## src/rtl/mem_arb_pkg.sv

```systemverilog
// Shared types and defaults for the unified-memory port arbiter.
package mem_arb_pkg;

  typedef enum logic [1:0] {
    ARB_IDLE,
    ARB_ACCESS,
    ARB_RESP
  } arb_state_t;

  typedef enum logic {
    OWN_IF,
    OWN_D
  } arb_owner_t;

  // Fetch wins after this many consecutive lost arbitrations.
  localparam int unsigned STARVE_LIM_DEF = 3;

  // Width of the starvation counter; covers limits 1..15.
  localparam int unsigned STARVE_CNT_W = 4;

endpackage

```

## src/rtl/mem_arb_starve_ctr.sv

```systemverilog
// Saturating count of consecutive arbitrations that fetch has lost.
module mem_arb_starve_ctr
  import mem_arb_pkg::*;
#(
  parameter int unsigned LIM = STARVE_LIM_DEF
) (
  input  logic clk,
  input  logic reset,
  input  logic tick,
  input  logic clear,
  output logic at_lim
);

  localparam logic [STARVE_CNT_W-1:0] LimV = STARVE_CNT_W'(LIM);

  logic [STARVE_CNT_W-1:0] cnt_q, cnt_d;

  // Clear has priority; increment stops at the limit.
  always_comb begin
    cnt_d = cnt_q;
    if (clear) begin
      cnt_d = '0;
    end else if (tick && (cnt_q != LimV)) begin
      cnt_d = cnt_q + 1'b1;
    end
  end

  // Counter register.
  always_ff @(posedge clk) begin
    if (reset) begin
      cnt_q <= '0;
    end else begin
      cnt_q <= cnt_d;
    end
  end

  assign at_lim = (cnt_q == LimV);

endmodule

```

## src/rtl/mem_port_arbiter.sv

```systemverilog
// Arbitrates the single memory port between instruction fetch and load/store.
// Data has priority; a starvation counter forces a fetch grant periodically.
module mem_port_arbiter
  import mem_arb_pkg::*;
#(
  parameter int unsigned DATA_W     = 64,
  parameter int unsigned ADDR_W     = 9,
  parameter int unsigned STARVE_LIM = STARVE_LIM_DEF
) (
  input  logic              clk,
  input  logic              reset,
  input  logic              if_req,
  input  logic [ADDR_W-1:0] if_addr,
  output logic              if_gnt,
  output logic              if_valid,
  output logic [31:0]       if_rdata,
  input  logic              d_req,
  input  logic              d_we,
  input  logic [ADDR_W-1:0] d_addr,
  input  logic [DATA_W-1:0] d_wdata,
  output logic              d_gnt,
  output logic              d_valid,
  output logic [DATA_W-1:0] d_rdata,
  output logic              mem_req,
  output logic              mem_we,
  output logic [ADDR_W-1:0] mem_addr,
  output logic [DATA_W-1:0] mem_wdata,
  input  logic              mem_ready,
  input  logic [DATA_W-1:0] mem_rdata,
  output logic              busy
);

  arb_state_t        state_q, state_d;
  arb_owner_t        owner_q, owner_d;
  logic              we_q, we_d;
  logic [ADDR_W-1:0] addr_q, addr_d;
  logic [DATA_W-1:0] wdata_q, wdata_d;
  logic [31:0]       if_rdata_q, if_rdata_d;
  logic [DATA_W-1:0] d_rdata_q, d_rdata_d;

  logic arb_pt;
  logic d_win;
  logic if_win;
  logic starve_tick;
  logic starve_clear;
  logic at_lim;

  // Winner pick at arbitration points; no grant while reset is held,
  // since nothing would be latched and the requester would drop its request.
  always_comb begin
    arb_pt       = (state_q == ARB_IDLE) || (state_q == ARB_RESP);
    d_win        = arb_pt && !reset && d_req && !(if_req && at_lim);
    if_win       = arb_pt && !reset && if_req && !d_win;
    starve_tick  = arb_pt && if_req && d_win;
    starve_clear = arb_pt && (if_win || !if_req);
  end

  mem_arb_starve_ctr #(
    .LIM (STARVE_LIM)
  ) u_starve (
    .clk    (clk),
    .reset  (reset),
    .tick   (starve_tick),
    .clear  (starve_clear),
    .at_lim (at_lim)
  );

  // Next-state: latch the winner's request, wait for mem_ready, capture read data.
  always_comb begin
    state_d    = state_q;
    owner_d    = owner_q;
    we_d       = we_q;
    addr_d     = addr_q;
    wdata_d    = wdata_q;
    if_rdata_d = if_rdata_q;
    d_rdata_d  = d_rdata_q;
    case (state_q)
      ARB_IDLE, ARB_RESP: begin
        if (d_win) begin
          state_d = ARB_ACCESS;
          owner_d = OWN_D;
          we_d    = d_we;
          addr_d  = d_addr;
          wdata_d = d_wdata;
        end else if (if_win) begin
          state_d = ARB_ACCESS;
          owner_d = OWN_IF;
          we_d    = 1'b0;
          addr_d  = if_addr;
        end else begin
          state_d = ARB_IDLE;
        end
      end
      ARB_ACCESS: begin
        if (mem_ready) begin
          state_d = ARB_RESP;
          if (owner_q == OWN_IF) begin
            if_rdata_d = mem_rdata[31:0];
          end else if (!we_q) begin
            d_rdata_d = mem_rdata;
          end
        end
      end
      default: state_d = ARB_IDLE;
    endcase
  end

  // State and latch registers; everything visible on the ports clears on reset.
  always_ff @(posedge clk) begin
    if (reset) begin
      state_q    <= ARB_IDLE;
      owner_q    <= OWN_IF;
      we_q       <= 1'b0;
      addr_q     <= '0;
      wdata_q    <= '0;
      if_rdata_q <= '0;
      d_rdata_q  <= '0;
    end else begin
      state_q    <= state_d;
      owner_q    <= owner_d;
      we_q       <= we_d;
      addr_q     <= addr_d;
      wdata_q    <= wdata_d;
      if_rdata_q <= if_rdata_d;
      d_rdata_q  <= d_rdata_d;
    end
  end

  assign if_gnt    = if_win;
  assign d_gnt     = d_win;
  assign mem_req   = (state_q == ARB_ACCESS);
  assign mem_we    = (state_q == ARB_ACCESS) && we_q;
  assign mem_addr  = addr_q;
  assign mem_wdata = wdata_q;
  assign if_valid  = (state_q == ARB_RESP) && (owner_q == OWN_IF);
  assign d_valid   = (state_q == ARB_RESP) && (owner_q == OWN_D);
  assign if_rdata  = if_rdata_q;
  assign d_rdata   = d_rdata_q;
  assign busy      = (state_q != ARB_IDLE);

endmodule

```

## config.mk

```make
export PLATFORM = sky130hd
export DESIGN_NAME = mem_port_arbiter
export DESIGN_NICKNAME = d
export VERILOG_FILES = /design/src/rtl/mem_arb_pkg.sv /design/src/rtl/mem_arb_starve_ctr.sv /design/src/rtl/mem_port_arbiter.sv
export SDC_FILE = /design/constraint.sdc
export NUM_CORES = 1
export LEC_CHECK = 0
export BUFFER_PORTS_ARGS = -buffer_cell sky130_fd_sc_hd__buf_2
export CORE_MARGIN = 2
export CORE_UTILIZATION = 35
export CTS_BUF_LIST = sky130_fd_sc_hd__clkbuf_16
export CTS_CLUSTER_DIAMETER = 80
export DETAILED_ROUTE_END_ITERATION = 7
export GPL_ROUTABILITY_DRIVEN = 0
export GPL_TIMING_DRIVEN = 0
export HOLD_SLACK_MARGIN = 0.03
export PLACE_DENSITY = 0.68
export RECOVER_POWER = 100
export SETUP_SLACK_MARGIN = 0.02
export SYNTH_ARGS = -nofsm -noshare
export SYNTH_HDL_FRONTEND = slang
export SYNTH_SLANG_ARGS = --single-unit
```

## constraint.sdc

```tcl
create_clock -name clk -period 5.5 [get_ports clk]
set_input_delay 1.65 -clock clk [delete_from_list [all_inputs] [get_ports clk]]
set_output_delay 1.65 -clock clk [all_outputs]
set_load 0.05 [all_outputs]
```

==> summary.md <==
| Metric | Value |
|---|---|
| Status | finished clean |
| Vias in the first global route | a little under 7k |
| Final Cycle Share | 91.6% |
| Final Hold Viols | 0 |
| Crit path buf inv count | 3 |
| Core footprint | between 15,000 and 20,000 um2 |
| Cell area after synthesis | 6800 um2 |
| Synthesized area per cell | 8.22 um2 |
| Synth Area in Simple Gates | ~17% |
| Skew-Pair Late Insertion Delay | between 0.4 and 0.5 ns |
| H-Tree Level Count | 4 |
| Largest family of logic cells by synthesized area | compound AO/OA/AOI/OAI gates |
| Worst hold path class | flip-flop to flip-flop |
| Synth cell types | 36 |
| Post-Synth XOR/XNOR Area | 0% |
| Ys async rst share | 0% |
| Prevailing post-synth register cell | dfxtp_1 |
| Final wirelength | 24.0 mm |
| Die width | ~140 um |
| VDD IR-drop max | approximately 0.20 mV |
| Routed wire per std cell | ~17 um |
| Mux cell area share after synthesis | under 10% |
| Ports | ~330 |
| Cell with the most instances after synthesis | dfxtp_1 |
| Slew Viols, Final | 0 |
| DR vias | 7,407 |
| Fmax | 198 MHz |
| Overall Global Routing Usage | 22.2% |
| Die Y | around 140 um |
| Grt ovf | 0 |
| Final setup fails | 0 |
| Post-synth EDFFs | 0 |
| Arrival time worst endpoint | 3.39 ns |
| Nets | roughly 1.3k |
| Vias/cell | between 5 and 6 |
| Crit Path Category | input pin to primary output |
| # Max-Cap Violations | 0 |
| Cts hold-fix bufs | 0 |
| Synth Area in Adders | 0.184% |
| Yosys reg bits | 177 |
| Most frequent CP cell | clkbuf_1 |
| Clock slew at reported path FFs | ~0.07 ns |
| Hpwl dp | around 18 mm |
| Crit path launch type | input pin |
| Max clock buf depth | 2 |
| Commonest cells in the synthesized netlist | dfxtp_1 (177), a21oi_1 (163), nand3_1 (132) |
| Post-CTS sizing | 0 |
| TNS Setup | 0 ns |
| Synthesized netlist cell count | roughly 830 |
| Initial antenna violation count | 0 |
| Largest net degree at the start of global routing | 17 |
| WP data required | just under 4 ns |
| CP delay by family, top | buffers and inverters |
| Area leader, netlist | dfxtp_1 |
| Yosys warns | 0 |
| Headroom to the max-slew limit | 46.5% |
| First-pass detailed-route iteration total | 5 |
| Cts bufs inserted | 17 |
| Crit path cell chain | clkbuf_1, nor3b_4, clkbuf_1, a21boi_0, buf_2 |
| TritonCTS clock tree | done |
| Pwr Density | approximately 340 nW/um2 |
| Antenna Nets Post-Route | 0 |
| Synth Area in Compound Gates | a little under a quarter |
| Global-route wire length before repair | 36.0 mm |
| Initial Util | 36.0% |
| Row Count | 50 |
| Synth area leaders | dfxtp_1 (52%), a21oi_1 (12%), nand3_1 (9.7%), o21ai_0 (9.6%), nand2_1 (3.8%) |
| Area share of the largest cell type after synthesis | between 50% and 60% |
| Drt drc | 0 |
| CTS Root Cell | clkbuf_16 |
| CP Capture Type | primary output |
| Post-synthesis sequential area ratio | about 52% |
| Dpl ws | 0.771 ns |
| Leak pwr | 3.33 nW |
| # port buffers | roughly 330 |
| Die area | around 21,000 um2 |
| Share of layout cells above drive strength 1 | between 10% and 20% |
| Post-route setup slack | 0.462 ns |
| CP max FO | 10 |
| Syn_nets | 980 |
| Final Critical Period | 5.04 ns |
| Drt first-iter violations | 440 |
| Area grow syn2layout | 33.6% |
| CP max stage cell | clkbuf_1 |
| Slew @ Worst Pin | around 0.8 ns |
| RSZ-0062 raised after global routing | false |
| Post-CTS Setup Bufs | 0 |
| Clk sinks | about 180 |
| Clock Skew | about 0.0090 ns |
| Largest stage delay on the critical path | roughly 0.54 ns |
-- cells in the final DEF, fill, tap and decap left out, types with 2 or more instances in the layout --
cell type,n
clkinvlp_4,2
and3b_1,2
nand3_1,132
nor3_1,9
bufinv_16,2
mux2i_1,9
clkinv_2,4
nand2b_1,2
a211oi_1,9
dfxtp_1,177
inv_6,2
o21ai_0,131
nand4_1,2
nor2_1,4
buf_2,174
nand2_1,68
nand4bb_1,2
clkbuf_16,17
a21oi_1,163
nor2b_1,4
clkbuf_1,240
inv_1,8
-- area by class of cell --
| class | instances | area (um2) |
|---|---|---|
| inverters | 7 | 26.3 |
| multi-input cells | 554 | 2850 |
| clock inverters | 14 | 140 |
| repair buffers | 326 | 1410 |
| fillers | 2004 | 9810 |
| flip-flops and latches | 177 | 3540 |
| clock buffers | 17 | 425 |
| plain buffers | 89 | 362 |
| well taps | 260 | 325 |
| diodes | 1 | 2.50 |
-- worst reg2reg max path, cell delays in order, from the launching register on --
cell and delay, ns:
dfxtp_1 0.35, ha_1 0.26, nand4bb_1 0.24, clkbuf_1 0.46
nand3_1 0.47, a211oi_1 0.34
-- power by group --
part	internal, mW	switching [mW]
Clock	0.667	0.539
Sequential	1.34	0.0292
Combinational	0.123	0.384
-- sequential cells by signal (all words and copies together), names as in the netlist --
signal	cells
mem_wdata	64
if_rdata	32
state_q	2
owner_q	1
mem_addr	9
we_q	1
u_starve.cnt_q	4
d_rdata	64
-- layer usage --
metal | wire [um] | GRT usage [%]
met3 | 1550 | 5.46
met5 | 0 | 0
met1 | 10700 | 28.9
met2 | 11200 | 35.5
met4 | 602 | 8.62
-- per-stage QoR --
| stage | std cells | total power [mW] | util, % | cell area, um2 | hold WS [ns] |
|---|---|---|---|---|---|
| 2_1_floorplan | 827 | 1.74 | - | 6800 | 0.465 |
| 3_3_place_gp | 1413 | 1.91 | 46.3 | 8760 | 0.439 |
| 3_5_place_dp | 1413 | 1.91 | 46.3 | 8760 | 0.443 |
| 4_1_cts | 1444 | 3.10 | 49.3 | 9320 | 0.452 |
| 5_1_grt | 1444 | 3.18 | 48.1 | 9080 | 0.472 |
| 6_report | 1445 | 3.08 | 48.1 | 9090 | 0.455 |
-- path summary, 6_finish.rpt --
kind              depth (start not counted)  slack [ns]                       end                      startpoint
setup / recovery                          5        0.46                    if_gnt                          if_req
hold / removal                            2        0.46  if_rdata[9]$_SDFFE_PP0P_        if_rdata[9]$_SDFFE_PP0P_
setup reg to reg                          5        3.30  mem_addr[0]$_SDFFE_PP0P_  u_starve.cnt_q[0]$_SDFFE_PP0P_
hold reg to reg                           2        0.46  if_rdata[9]$_SDFFE_PP0P_        if_rdata[9]$_SDFFE_PP0P_
-- cells by family (layout without fill, tap and decap cells) --
kind of cell             count (synthesis)  in the layout
AO/OA/AOI/OAI                          309            309
other                                    0              1
multiplexers                             9              9
flip-flops                             177            177
adder cells (fa/ha/maj)                  1              1
AND/OR/NAND/NOR                        235            235
buffers and inverters                   96            453
Note: power is estimated with default switching activity, not from simulation.
